**src/rtl/pipe_ctrl_pkg.sv**
```systemverilog
// Shared opcodes and FSM state type for the pipeline sequencing/hazard controller.
package pipe_ctrl_pkg;

  localparam logic [6:0] OpcR      = 7'b0110011;
  localparam logic [6:0] OpcIAlu   = 7'b0010011;
  localparam logic [6:0] OpcLoad   = 7'b0000011;
  localparam logic [6:0] OpcStore  = 7'b0100011;
  localparam logic [6:0] OpcBranch = 7'b1100011;
  localparam logic [6:0] OpcJal    = 7'b1101111;
  localparam logic [6:0] OpcJalr   = 7'b1100111;
  localparam logic [6:0] OpcLui    = 7'b0110111;
  localparam logic [6:0] OpcAuipc  = 7'b0010111;

  typedef enum logic [1:0] {
    StRun     = 2'd0,
    StMemWait = 2'd1,
    StErr     = 2'd2
  } pipe_state_e;

endpackage

```
**src/rtl/reg_use_decode.sv**
```systemverilog
// Opcode to source-register usage decode; shared with the instruction decoder.
module reg_use_decode
  import pipe_ctrl_pkg::*;
(
  input  logic [6:0] opcode,
  output logic       rs1_used,
  output logic       rs2_used
);

  always_comb begin
    rs1_used = !((opcode == OpcLui) || (opcode == OpcAuipc) || (opcode == OpcJal));
    rs2_used = (opcode == OpcR) || (opcode == OpcStore) || (opcode == OpcBranch);
  end

endmodule

```
**src/rtl/pipe_hazard_ctrl.sv**
```systemverilog
// Advance/hold/flush control for the 3-stage pipeline: forwarding, dmem handshake, timeout.
// Build option: PIPE_FWD_EN enables WB->DE forwarding instead of hazard bubbles.
module pipe_hazard_ctrl
  import pipe_ctrl_pkg::*;
#(
  parameter int unsigned MEM_TIMEOUT = 255
) (
  input  logic       clk,
  input  logic       rst,
  input  logic [6:0] opcode_de,
  input  logic [4:0] rs1_de,
  input  logic [4:0] rs2_de,
  input  logic [4:0] rd_wb,
  input  logic       reg_wr_wb,
  input  logic       mem_op_wb,
  input  logic       br_taken_de,
  input  logic       dmem_ack,
  output logic       dmem_req,
  output logic       stall_fe,
  output logic       hold_wb,
  output logic       bubble_wb,
  output logic       flush_de,
  output logic       fwd_a,
  output logic       fwd_b,
  output logic       mem_timeout
);

  localparam int unsigned CNT_W = $clog2(MEM_TIMEOUT + 1);

  logic             rs1_used, rs2_used;
  logic             haz_a, haz_b;
  logic             mem_stall, data_stall, stall;
  logic             req;
  pipe_state_e      state_q;
  logic [CNT_W-1:0] cnt_q;
  logic             timeout_q;

  reg_use_decode u_reg_use_decode (
    .opcode   (opcode_de),
    .rs1_used (rs1_used),
    .rs2_used (rs2_used)
  );

  assign haz_a = rs1_used && reg_wr_wb && (rd_wb != 5'd0) && (rd_wb == rs1_de);
  assign haz_b = rs2_used && reg_wr_wb && (rd_wb != 5'd0) && (rd_wb == rs2_de);

  always_ff @(posedge clk or posedge rst) begin
    if (rst) begin
      state_q   <= StRun;
      cnt_q     <= '0;
      timeout_q <= 1'b0;
    end else begin
      case (state_q)
        StRun: begin
          if (mem_op_wb && !dmem_ack) begin
            state_q <= StMemWait;
            cnt_q   <= CNT_W'(1);
          end
        end
        StMemWait: begin
          if (dmem_ack) begin
            state_q <= StRun;
            cnt_q   <= '0;
          end else if (cnt_q == CNT_W'(MEM_TIMEOUT)) begin
            state_q   <= StErr;
            timeout_q <= 1'b1;
          end else begin
            cnt_q <= cnt_q + CNT_W'(1);
          end
        end
        StErr: begin
          // Sticky until reset.
          state_q <= StErr;
        end
        default: begin
          state_q <= StRun;
          cnt_q   <= '0;
        end
      endcase
    end
  end

  always_comb begin
    req       = 1'b0;
    mem_stall = 1'b0;
    case (state_q)
      StRun: begin
        req       = mem_op_wb;
        mem_stall = mem_op_wb && !dmem_ack;
      end
      StMemWait: begin
        req       = 1'b1;
        mem_stall = !dmem_ack;
      end
      StErr: begin
        mem_stall = 1'b1;
      end
      default: begin
        req       = 1'b0;
        mem_stall = 1'b0;
      end
    endcase

`ifdef PIPE_FWD_EN
    data_stall = 1'b0;
    fwd_a      = haz_a;
    fwd_b      = haz_b;
`else
    // Memory stall takes priority; the hazard is seen again once it releases.
    data_stall = (haz_a || haz_b) && !mem_stall;
    fwd_a      = 1'b0;
    fwd_b      = 1'b0;
`endif

    stall       = mem_stall || data_stall;
    dmem_req    = req;
    stall_fe    = stall;
    hold_wb     = mem_stall;
    bubble_wb   = data_stall;
    flush_de    = br_taken_de && !stall;
    mem_timeout = timeout_q;

    if (rst) begin
      dmem_req    = 1'b0;
      stall_fe    = 1'b0;
      hold_wb     = 1'b0;
      bubble_wb   = 1'b0;
      flush_de    = 1'b0;
      fwd_a       = 1'b0;
      fwd_b       = 1'b0;
      mem_timeout = 1'b0;
    end
  end

endmodule

```
**config.mk**
```make
export PLATFORM = sky130hd
export DESIGN_NAME = pipe_hazard_ctrl
export DESIGN_NICKNAME = d
export VERILOG_FILES = /design/src/rtl/pipe_ctrl_pkg.sv /design/src/rtl/reg_use_decode.sv /design/src/rtl/pipe_hazard_ctrl.sv
export SDC_FILE = /design/constraint.sdc
export NUM_CORES = 1
export LEC_CHECK = 0
export BUFFER_PORTS_ARGS = -buffer_cell sky130_fd_sc_hd__buf_2
export CAP_MARGIN = 20
export CORE_ASPECT_RATIO = 0.8
export CORE_MARGIN = 2
export CORE_UTILIZATION = 46
export CTS_CLUSTER_DIAMETER = 30
export CTS_CLUSTER_SIZE = 25
export DETAILED_ROUTE_END_ITERATION = 10
export GPL_ROUTABILITY_DRIVEN = 0
export PLACE_DENSITY = 0.79
export SLEW_MARGIN = 20
export SYNTH_ARGS = -nofsm -noshare
export SYNTH_HDL_FRONTEND = slang
export SYNTH_SLANG_ARGS = --single-unit
```
**constraint.sdc**
```tcl
create_clock -name clk -period 1.95 [get_ports clk]
set_input_delay 0.39 -clock clk [delete_from_list [all_inputs] [get_ports clk]]
set_output_delay 0.39 -clock clk [all_outputs]
set_load 0.02 [all_outputs]
```
==> results of run 1 <==
-- placed cells by master (no fill, tap or decap), types with 3 or more instances in the layout --
master / Yosys / routed
a31oi_1: 4 / 4
a21oi_1: 7 / 7
buf_2: 1 / 29
inv_1: 3 / 3
nor2_1: 6 / 6
and3_1: 3 / 3
nand4_1: 5 / 5
buf_6: 0 / 4
xnor2_1: 10 / 10
nand2_1: 8 / 8
o21ai_0: 4 / 4
buf_4: 3 / 6
nor2b_1: 3 / 3
clkbuf_4: 0 / 3
dfrtp_1: 11 / 11
-- cell families (layout without fill, tap and decap cells) --
logic type,after synthesis,after routing,synth area share
AND/OR/NAND/NOR,40,40,0.2678
AO/OA/AOI/OAI,29,29,0.2264
flip-flops,11,11,0.3254
XOR/XNOR,10,10,0.1035
buffers and inverters,7,46,0.04585
adder cells (fa/ha/maj),1,1,0.01479
other,1,2,0.004434
multiplexers,1,1,0.01183
-- what timing repair did --
action | in CTS | in global routing
pin swaps | 3 | 4
setup endpoints to repair | 3 | 3
resized for setup | 9 | 6
buffers inserted | 0 | 1
gates cloned | 0 | 0
-- how the worst max path moves through the flow --
stage	slack, ns	to
2_1_floorplan	0.09	flush_de
3_3_place_gp	-0.10	stall_fe
3_5_place_dp	-0.12	stall_fe
4_1_cts	-0.12	flush_de
5_1_grt	-0.13	flush_de
6_report	-0.11	stall_fe
-- cells in the mapped netlist, drive strengths merged --
cell     instances
a21boi           1
a21o             1
a21oi            7
a2bb2oi          1
a31oi            4
a32o             1
a41oi            1
and2             3
and3             3
and4bb           1
buf              4
conb             1
dfrtp           11
ha               1
inv              3
mux2i            1
nand2            8
nand2b           1
nand3            2
nand4            5
nor2             7
nor2b            3
nor3             1
nor4             2
o2111a           1
o21a             1
o21ai            6
o22ai            1
o31a             1
o31ai            1
o32ai            1
o41ai            1
or2              2
or3b             1
or4              1
xnor2           10
-- registers in the layout (all words and copies together) (netlist names) --
name and count:
cnt_q 8, state_q 2, timeout_q 1
-- power by group through the flow --
stage	clock network, mW	registers [mW]	logic (mW)
final	0.166	0.251	0.163
after floorplan	0	0.252	0.0877
after global routing	0.179	0.253	0.180
after CTS	0.168	0.251	0.152
after global placement	0	0.254	0.140
after detailed placement	0	0.255	0.144
-- per-stage QoR --
| step | util | instance area, um^2 | setup WS [ns] | std cells | total power, mW |
|---|---|---|---|---|---|
| 6_report | 0.6931 | 1161 | -0.1099 | 162 | 0.5802 |
| 5_1_grt | 0.6931 | 1161 | -0.1336 | 162 | 0.6115 |
| 4_1_cts | 0.6677 | 1119 | -0.1164 | 161 | 0.5704 |
| 3_5_place_dp | 0.6281 | 1052 | -0.1165 | 157 | 0.3986 |
| 3_3_place_gp | 0.6281 | 1052 | -0.1009 | 157 | 0.3937 |
| 2_1_floorplan | - | 849.6 | 0.08784 | 101 | 0.3393 |
-- final cells by class --
| class | count | area, um^2 | share of cell area |
|---|---|---|---|
| well taps | 22 | 27.53 | 0.02371 |
| repair buffers | 39 | 235.2 | 0.2026 |
| flip-flops and latches | 11 | 275.3 | 0.2371 |
| clock buffers | 4 | 26.28 | 0.02263 |
| multi-input cells | 83 | 585.6 | 0.5043 |
| inverters | 3 | 11.26 | 0.009698 |
-- metal layers --
metal,vias up,track usage,wire length [um]
met5,-,0,0
met4,0,0.06316,28
met3,5,0.03214,110
met2,41,0.4253,1189
met1,440,0.3132,1008
li1,450,-,-
-- worst max-delay path, cell delays in order --
cell and delay (ns):
buf_6 0.09, or4_4 0.54, nor2_4 0.14, nor4_4 0.07
o31a_1 0.31, buf_6 0.13
==> metrics.md, run 1 <==
| Metric | Value |
|---|---|
| Outcome | `finished, violations left` |
| Failing checks | `negative setup slack` |
| Final setup TNS | `-0.2274 ns` |
| Count of final hold-check violations | `0` |
| Critical path type | `primary input to output pin` |
| Via count | `936` |
| First-pass GRT wire length | `3988 um` |
| DRT antenna net count | `0` |
| Sw Ratio | `0.3126` |
| Vias in the first global route | `892` |
| Sequential Power Share | `0.432` |
| Clock Root Buffer | `clkbuf_4` |
| Grt ovf | `0` |
| Post-synth top area share | `0.3254` |
| Iter 0 DRT Violations | `35` |
| Later-pin clock latency in the skew report | `0.28 ns` |
| Final net count | `170` |
| Syn avg cell area | `8.458 um^2` |
| Switch Pwr | `0.1814 mW` |
| TritonCTS Buffers | `3` |
| Netlist Area Pre-Place | `845.8 um^2` |
| Pin count of the biggest net entering global routing | `13` |
| Clock Sinks | `11` |
| Share of cells above drive strength 1 | `0.3500` |
| Synth cell types | `40` |
| Reg2Reg Setup Slack | `0.31 ns` |
| # hold bufs at CTS | `0` |
| P&R area growth vs syn | `37.28%` |
| Initial DRT Pass Iterations | `4` |
| Synth top area cells | `dfrtp_1 33%, xnor2_1 10%, a21oi_1 4.1%, nand4_1 3.7%, nand2_1 3.6%` |
| # rows | `13` |
| Yosys top cell by area | `dfrtp_1` |
| GRT Total Usage | `0.2441` |
| H-tree depth | `1` |
| # setup viols final | `3` |
| Share of total power in the clock network | `0.286` |
| R2R Path Start | `cnt_q[0]$_DFFE_PP0P_` |
| LEAKAGE | `0.5242 nW` |
| Die Area | `2200 um^2` |
| Via-per-instance ratio | `5.778` |
| Setup slack after layout | `-0.1099 ns` |
| Io pins | `36` |
| Fmax | `485.5 MHz` |
| PwrDens | `499.7 nW/um^2` |
| Post-DP HPWL | `1705 um` |
| Slew Viols, Final | `0` |
| Worst min-delay path category | `primary input to asynchronous set/reset pin` |
| Combinational share of power | `0.282` |
| Starting Density | `0.5049` |
| CP max FO | `3` |
| Yosys warns | `0` |
| Final period utilization | `1.056` |
| DRC viols | `0` |
| Worst Clk Skew | `0.009183 ns` |
| Height of the chip | `42.36 um` |
| IO buf count | `33` |
| RSZ-0062 raised after global routing | `yes` |
| Crit. Startpoint | `rd_wb[1]` |
| # fillers | `130` |
| Clock-pin transition on the worst setup and hold timing paths | `0.08 ns` |
| Initial antenna violation count | `0` |
| Pint | `0.3988 mW` |
| Post-synthesis register bit count | `11` |
| Worst IR Drop VDD | `0.0003415 V` |
| CP endpoint kind | `output pin` |
| Critical path required time | `1.56 ns` |
| CTS tree | `yes` |
| Sequential area share after synthesis | `0.3254` |
| WL per Instance | `14.43 um` |
| Critical path arrival | `1.67 ns` |
| Crit Reg-Reg Endpoint | `cnt_q[0]$_DFFE_PP0P_` |
| N_diodes | `0` |
| Core area | `1675 um^2` |
| Synth Instances | `100` |
| Worst hold slack | `0.1420 ns` |
| Minimum clock period | `2.060 ns` |
| Max clock buf depth | `2` |
| Worst r2r path cells | `5` |
| Max Cap Viol | `0` |
| Chip width | `51.94 um` |
| Routed wire length | `2338 um` |
| CP startpoint kind | `primary input` |
Power figures use the tool's default switching activity.
==> run 2: changes to the inputs <==
--- a/config.mk
+++ b/config.mk
@@ -13,9 +13,9 @@
 export CTS_CLUSTER_DIAMETER = 30
 export CTS_CLUSTER_SIZE = 25
 export DETAILED_ROUTE_END_ITERATION = 10
-export GPL_ROUTABILITY_DRIVEN = 0
+export GPL_ROUTABILITY_DRIVEN = 1
 export PLACE_DENSITY = 0.79
-export SLEW_MARGIN = 20
 export SYNTH_ARGS = -nofsm -noshare
 export SYNTH_HDL_FRONTEND = slang
+export SYNTH_HIERARCHICAL = 1
 export SYNTH_SLANG_ARGS = --single-unit
==> metrics.md, run 2 <==
| Metric | Value |
|---|---|
| Outcome | `finished, violations left (unchanged)` |
| Failing checks | `negative setup slack (unchanged)` |
| Syn avg cell area | `8.695 um^2 (was 8.458 um^2)` |
| Largest stage delay on the critical path | `0.28 ns (was 0.54 ns)` |
| Synth cell types | `40 (unchanged)` |
| Max Cap Viol | `0 (unchanged)` |
| Chip width | `52.12 um (was 51.94 um)` |
| P&R area growth vs syn | `45.67% (was 37.28%)` |
| Reg with most FFs | `cnt_q (unchanged)` |
| Vias in the first global route | `874 (was 892)` |
| Netlist Area Pre-Place | `852.1 um^2 (was 845.8 um^2)` |
| Commonest cells post-synth | `11 x dfrtp_1, 10 x nand2_1, 9 x xor2_1 (was 11 x dfrtp_1, 10 x xnor2_1, 8 x nand2_1)` |
| Final cell area excluding filler cells | `1241 um^2 (was 1161 um^2)` |
| Final period utilization | `1.025 (was 1.056)` |
| Setup WS pre-CTS | `-0.08138 ns (was -0.1165 ns)` |
| Critical path type | `primary input to output pin (unchanged)` |
| Yosys warns | `6 (was 0)` |
| Synth top area cells | `dfrtp_1 32%, xor2_1 9.3%, nand2_1 4.4%, o21ai_0 3.5%, nor2_1 3.5% (was dfrtp_1 33%, xnor2_1 10%, a21oi_1 4.1%, nand4_1 3.7%, nand2_1 3.6%)` |
| Final net count | `169 (was 170)` |
| CP max FO | `3 (unchanged)` |
| Fin cells | `161 (was 162)` |
| Grt ovf | `0 (unchanged)` |
| CTS tree | `yes (unchanged)` |
| Largest regs | `cnt_q (8), state_q (2), timeout_q (1) (unchanged)` |
| CP endpoint kind | `output pin (unchanged)` |
| Yosys top cell by area | `dfrtp_1 (unchanged)` |
| Met3 usage | `0.06429 (was 0.03214)` |
| Die Area | `2215 um^2 (was 2200 um^2)` |
| Register cell area after layout | `276.5 um^2 (was 275.3 um^2)` |
| Iter 0 DRT Violations | `27 (was 35)` |
| Multi-input gate area | `620.6 um^2 (was 585.6 um^2)` |
| Met1 Track Usage GR | `0.2976 (was 0.3132)` |
| PwrDens | `503.2 nW/um^2 (was 499.7 nW/um^2)` |
| # hold bufs at CTS | `0 (unchanged)` |
| DRC viols | `0 (unchanged)` |
| Via-per-instance ratio | `5.764 (was 5.778)` |
| GRT Max-Usage Layer | `met2 (unchanged)` |
| Commonest cells after routing, fill and taps aside | `24 x buf_2, 10 x dfrtp_1, 9 x nand2_1 (was 29 x buf_2, 11 x dfrtp_1, 10 x xnor2_1)` |
| Setup slack after layout | `-0.04811 ns (was -0.1099 ns)` |
| Worst hold slack | `0.2074 ns (was 0.1420 ns)` |
| IO buf count | `33 (unchanged)` |
| # rows | `13 (unchanged)` |
| Crit-path slowest cell | `and4bb_2 (was or4_4)` |
| Max clock buf depth | `2 (unchanged)` |
| N_diodes | `0 (unchanged)` |
| Final Core Density | `0.7409 (was 0.6931)` |
| Post-Place Cells | `157 (unchanged)` |
| Worst r2r path cells | `5 (unchanged)` |
| Clock Root Buffer | `clkbuf_4 (unchanged)` |
| Crit Reg-Reg Endpoint | `cnt_q[5]$_DFFE_PP0P_ (was cnt_q[0]$_DFFE_PP0P_)` |
| WL per Instance | `15.64 um (was 14.43 um)` |
| Post-synth top area share | `0.3231 (was 0.3254)` |
| GP Congestion | `0.8789` |
| TritonCTS Buffers | `3 (unchanged)` |
| Commonest non-fill, non-tap cell in the layout | `buf_2 (unchanged)` |
| Minimum clock period | `1.998 ns (was 2.060 ns)` |
| Sequential area share after synthesis | `0.3231 (was 0.3254)` |
| Post-synth top flop | `dfrtp_1 (unchanged)` |
| Routed wire length | `2518 um (was 2338 um)` |
| Critical path required time | `1.56 ns (about the same)` |
| Post-synth ARST share | `1.000 (unchanged)` |
| Post-synthesis register bit count | `11 (unchanged)` |
| # setup viols final | `2 (was 3)` |
| Worst Clk Skew | `0.003862 ns (was 0.009183 ns)` |
| Final setup TNS | `-0.06554 ns (was -0.2274 ns)` |
| Critical path arrival | `1.61 ns (was 1.67 ns)` |
| Fmax | `500.5 MHz (was 485.5 MHz)` |
| Core area | `1675 um^2 (unchanged)` |
| R2R Path Start | `state_q[1]$_DFFE_PP0P_ (was cnt_q[0]$_DFFE_PP0P_)` |
| Count leader, synth | `dfrtp_1 (unchanged)` |
| Post-DP HPWL | `1794 um (was 1705 um)` |
| RSZ-0062 raised after global routing | `yes (unchanged)` |
| Post-CTS Setup Bufs | `0 (unchanged)` |
| Height of the chip | `42.50 um (was 42.36 um)` |
| CP startpoint kind | `primary input (unchanged)` |
| GR Layer Usage met2 | `0.4101 (was 0.4253)` |
| H-tree depth | `1 (unchanged)` |
| Clock Sinks | `11 (unchanged)` |
| Reg2Reg Setup Slack | `0.15 ns (was 0.31 ns)` |
| CP cell instances | `buf_2 -> and4bb_2 -> and3_4 -> and2_4 -> a32oi_2 -> o31ai_2 -> buf_4 (was buf_6 -> or4_4 -> nor2_4 -> nor4_4 -> o31a_1 -> buf_6)` |
| Worst min-delay path category | `primary input to asynchronous set/reset pin (unchanged)` |
| DRT antenna net count | `0 (unchanged)` |
| Slew Viols, Final | `0 (unchanged)` |
| LEAKAGE | `0.5934 nW (was 0.5242 nW)` |
| Clock-pin transition on the worst setup and hold timing paths | `0.08 ns (about the same)` |
| Synth Instances | `98 (was 100)` |
| Io pins | `36 (unchanged)` |
| Share of cells above drive strength 1 | `0.4460 (was 0.3500)` |
| Starting Density | `0.5086 (was 0.5049)` |
| Worst IR Drop VDD | `0.0004627 V (was 0.0003415 V)` |
| Count of final hold-check violations | `0 (unchanged)` |
| Initial antenna violation count | `0 (unchanged)` |
| Placed cell area | `1076 um^2 (was 1052 um^2)` |
| Via count | `928 (was 936)` |
| Initial DRT Pass Iterations | `4 (unchanged)` |
| Power, Total | `0.6246 mW (was 0.5802 mW)` |
| Pin count of the biggest net entering global routing | `12 (was 13)` |
| # fillers | `110 (was 130)` |
| GRT Total Usage | `0.2364 (was 0.2441)` |
| Post-synth EDFFs | `0 (unchanged)` |
| Max reg flops | `8 (unchanged)` |
| First-pass GRT wire length | `3933 um (was 3988 um)` |
| Later-pin clock latency in the skew report | `0.27 ns (was 0.28 ns)` |
run 2: logic make-up (layout without fill, tap and decap cells):
kind of cell    Yosys count  after routing  synth area share
flops                    11             11            0.3230
buf+inv                   7             47           0.04991
mux                       1              1           0.01175
compound gates           23             23            0.2027
simple gates             43             43            0.2805
fa+ha+maj                 1              1           0.01468
xor+xnor                 11             11            0.1131
other cells               1              2          0.004401
run 2: cell type report:
cell class,instances,share of cell area
multi-input combinational,81,0.5000
clock inverter,1,0.004032
inverter,3,0.009073
sequential,11,0.2228
tap,22,0.02218
clock buffer,3,0.01815
timing repair buffer,40,0.2238
run 2: power by group:
group	switching [mW]	internal, mW	leakage (nW)	total (mW)
clock	0.0814	0.0759	0.0177	0.157
combinational	0.0963	0.0934	0.429	0.190
sequential	0.0304	0.247	0.147	0.278
run 2: timing repair:
item	in CTS	in global routing
setup endpoints to repair	4	4
resized for setup	19	15
pin swaps	11	8
run 2: metal layers:
metal	up-vias	wire length, um
li1	443	-
met5	-	0
met1	441	1060
met4	0	24
met3	2	160
met2	42	1273
run 2: critical path: cells and delay by family:
kind	cells	cell delay (ns)
and+or+nand+nor	3	0.59
AOI/OAI and AO/OA	2	0.33
buffers and inverters	2	0.29
run 2: how the worst max path moves through the flow:
stage                            start  slack (ns)  depth (start not counted)  endpoint
after floorplan           opcode_de[2]        0.02                          5  stall_fe
after global placement        rd_wb[0]       -0.05                          6  flush_de
after detailed placement      rd_wb[0]       -0.08                          6  flush_de
after CTS                    rs1_de[1]       -0.01                          6  stall_fe
after global routing      opcode_de[2]       -0.07                          7  stall_fe
final                     opcode_de[2]       -0.05                          7  stall_fe
==> run 3: changes to the inputs <==
--- a/config.mk
+++ b/config.mk
@@ -9,12 +9,12 @@
 export CAP_MARGIN = 20
 export CORE_ASPECT_RATIO = 0.8
 export CORE_MARGIN = 2
-export CORE_UTILIZATION = 46
+export CORE_UTILIZATION = 36
 export CTS_CLUSTER_DIAMETER = 30
 export CTS_CLUSTER_SIZE = 25
 export DETAILED_ROUTE_END_ITERATION = 10
 export GPL_ROUTABILITY_DRIVEN = 1
-export PLACE_DENSITY = 0.79
+export PLACE_DENSITY = 0.65
 export SYNTH_ARGS = -nofsm -noshare
 export SYNTH_HDL_FRONTEND = slang
 export SYNTH_HIERARCHICAL = 1
==> constraint.sdc (replaced) <==
create_clock -name clk -period 1.95 [get_ports clk]
set_input_delay 0.39 -clock clk [delete_from_list [all_inputs] [get_ports clk]]
set_output_delay 0.39 -clock clk [all_outputs]
set_load 0.1 [all_outputs]
==> metrics.md, run 3 (synthesis gave the netlist of run 2 again) <==
| Metric | Value |
|---|---|
| Crit. Startpoint | `rd_wb[2] (was opcode_de[2])` |
| Worst Clk Skew | `0.002636 ns (was 0.003862 ns)` |
| Slew Viols, Final | `0 (unchanged)` |
| Max reg flops | `8 (unchanged)` |
| CP startpoint kind | `primary input (unchanged)` |
| Commonest non-fill, non-tap cell in the layout | `buf_2 (unchanged)` |
| Crit Reg-Reg Endpoint | `cnt_q[6]$_DFFE_PP0P_ (was cnt_q[5]$_DFFE_PP0P_)` |
| RSZ-0062 raised after global routing | `yes (unchanged)` |
| Initial DRT Pass Iterations | `4 (unchanged)` |
| R2R Path Start | `state_q[0]$_DFFE_PP0P_ (was state_q[1]$_DFFE_PP0P_)` |
| Worst r2r path cells | `5 (unchanged)` |
| Register cell area after layout | `275.3 um^2 (was 276.5 um^2)` |
| Chip width | `58.39 um (was 52.12 um)` |
| Critical path required time | `1.56 ns (about the same)` |
| Worst hold slack | `0.2605 ns (was 0.2074 ns)` |
| Core area | `2196 um^2 (was 1675 um^2)` |
| Critical path arrival | `1.77 ns (was 1.61 ns)` |
| WL per Instance | `13.35 um (was 15.64 um)` |
| CP dominant cell by count | `buf_4` |
| Commonest cells after routing, fill and taps aside | `27 x buf_2, 16 x buf_4, 11 x dfrtp_1 (was 24 x buf_2, 10 x dfrtp_1, 9 x nand2_1)` |
| # hold bufs at CTS | `0 (unchanged)` |
| Clock-pin transition on the worst setup and hold timing paths | `0.07 ns (was 0.08 ns)` |
| GP Congestion | `0.8456 (was 0.8789)` |
| P&R area growth vs syn | `59.18% (was 45.67%)` |
| Worst min-delay path category | `primary input to asynchronous set/reset pin (unchanged)` |
| CP cell instances | `buf_6 -> buf_4 -> or4_4 -> o21ai_2 -> buf_4 -> o211a_2 -> buf_12 (was buf_2 -> and4bb_2 -> and3_4 -> and2_4 -> a32oi_2 -> o31ai_2 -> buf_4)` |
| Iter 0 DRT Violations | `25 (was 27)` |
| Routed wire length | `2310 um (was 2518 um)` |
| DRC viols | `0 (unchanged)` |
| Worst setup path endpoint | `flush_de (was stall_fe)` |
| IO buf count | `33 (unchanged)` |
| Setup slack after layout | `-0.2139 ns (was -0.04811 ns)` |
| Outcome | `finished, violations left (unchanged)` |
| Later-pin clock latency in the skew report | `0.28 ns (was 0.27 ns)` |
| Height of the chip | `47.52 um (was 42.50 um)` |
| Pin count of the biggest net entering global routing | `12 (unchanged)` |
| Clock Root Buffer | `clkbuf_4 (unchanged)` |
| H-tree depth | `1 (unchanged)` |
| Max Cap Viol | `0 (unchanged)` |
| CP max FO | `3 (unchanged)` |
| Worst IR Drop VDD | `0.0003863 V (was 0.0004627 V)` |
| Minimum clock period | `2.164 ns (was 1.998 ns)` |
| Crit-path slowest cell | `or4_4 (was and4bb_2)` |
| Die Area | `2774 um^2 (was 2215 um^2)` |
| First-pass GRT wire length | `3677 um (was 3933 um)` |
| Largest regs | `cnt_q (8), state_q (2), timeout_q (1) (unchanged)` |
| Grt ovf | `0 (unchanged)` |
| DRT antenna net count | `0 (unchanged)` |
| Largest stage delay on the critical path | `0.48 ns (was 0.28 ns)` |
| Io pins | `36 (unchanged)` |
| Reg2Reg Setup Slack | `0.24 ns (was 0.15 ns)` |
| Post-DP HPWL | `1834 um (was 1794 um)` |
| CP endpoint kind | `output pin (unchanged)` |
| # fillers | `191 (was 110)` |
| PwrDens | `514.5 nW/um^2 (was 503.2 nW/um^2)` |
| Initial antenna violation count | `0 (unchanged)` |
| N_diodes | `0 (unchanged)` |
| Final net count | `178 (was 169)` |
| Max clock buf depth | `2 (unchanged)` |
| # setup viols final | `3 (was 2)` |
| Critical path type | `primary input to output pin (unchanged)` |
| Count of final hold-check violations | `0 (unchanged)` |
| Failing checks | `negative setup slack (unchanged)` |
| Starting Density | `0.3880 (was 0.5086)` |
| Power, Total | `0.6978 mW (was 0.6246 mW)` |
| CTS tree | `yes (unchanged)` |
| Final period utilization | `1.110 (was 1.025)` |
| Fmax | `462.1 MHz (was 500.5 MHz)` |
| Share of cells above drive strength 1 | `0.4865 (was 0.4460)` |
| Reg with most FFs | `cnt_q (unchanged)` |
| Via-per-instance ratio | `5.358 (was 5.764)` |
| # rows | `15 (was 13)` |
| Final setup TNS | `-0.5931 ns (was -0.06554 ns)` |
| Via count | `927 (was 928)` |
| Clock Sinks | `11 (unchanged)` |
| LEAKAGE | `0.6289 nW (was 0.5934 nW)` |
| GRT Total Usage | `0.1809 (was 0.2364)` |
| TritonCTS Buffers | `3 (unchanged)` |
| Multi-input gate area | `650.6 um^2 (was 620.6 um^2)` |
| Vias in the first global route | `830 (was 874)` |
==> run 3: cell count changes in the layout (fill, tap and decap cells not counted), moves of 2 or more <==
| cell | delta |
|---|---|
| buf_6 | -4 |
| buf_2 | +3 |
| buf_12 | +4 |
| buf_8 | -2 |
| buf_4 | +8 |
==> run 3: per-layer routing <==
metal / vias up / wire length, um / track usage
li1: 459 / - / -
met1: 450 / 1132 / 0.2541
met2: 15 / 1078 / 0.2809
met3: 3 / 80 / 0.04865
met4: 0 / 19 / 0.04186
met5: - / 0 / 0
==> run 3: how the worst min path moves through the flow <==
stage / start / endpoint / slack [ns]
3_3_place_gp: timeout_q$_DFFE_PP0P_ / timeout_q$_DFFE_PP0P_ / 0.44
3_5_place_dp: timeout_q$_DFFE_PP0P_ / timeout_q$_DFFE_PP0P_ / 0.45
2_1_floorplan: rst / cnt_q[0]$_DFFE_PP0P_ / 0.25
5_1_grt: rst / cnt_q[0]$_DFFE_PP0P_ / 0.29
6_report: rst / cnt_q[0]$_DFFE_PP0P_ / 0.26
4_1_cts: rst / state_q[1]$_DFFE_PP0P_ / 0.27
==> run 3: final cells by class <==
class / instances / share of cell area
clock buffer: 4 / 0.01937
inverter: 3 / 0.01107
multi-input combinational: 81 / 0.4797
sequential: 11 / 0.2030
tap: 25 / 0.02306
timing repair buffer: 49 / 0.2638
==> run 3: power by group <==
part / internal, mW / switching, mW / total [mW] / leakage, nW
clock network: 0.0795 / 0.0824 / 0.162 / 0.0150
registers: 0.247 / 0.0306 / 0.278 / 0.148
logic: 0.109 / 0.149 / 0.258 / 0.466
total: 0.435 / 0.262 / 0.698 / 0.629
==> run 3: per-stage QoR <==
step | setup slack (ns) | std cells | utilization | instance area, um^2
finish | -0.2139 | 173 | 0.6177 | 1356
global route | -0.2667 | 173 | 0.6177 | 1356
CTS | -0.1844 | 172 | 0.5909 | 1297
detailed placement | -0.2685 | 168 | 0.5664 | 1244
global placement | -0.2284 | 168 | 0.5664 | 1244
floorplan | -0.5519 | 99 | - | 905.9
==> run 3: critical path, delay by kind of cell <==
kind | cells | cell delay, ns
buffers and inverters | 4 | 0.54
AO/OA/AOI/OAI | 2 | 0.36
AND/OR/NAND/NOR | 1 | 0.48
==> run 3: timing repair <==
| action | CTS | global route |
|---|---|---|
| pin swaps | 4 | 2 |
| resized for setup | 7 | 11 |
| setup endpoints to repair | 4 | 4 |
| gates cloned | 0 | 0 |
| setup buffers | 0 | 1 |
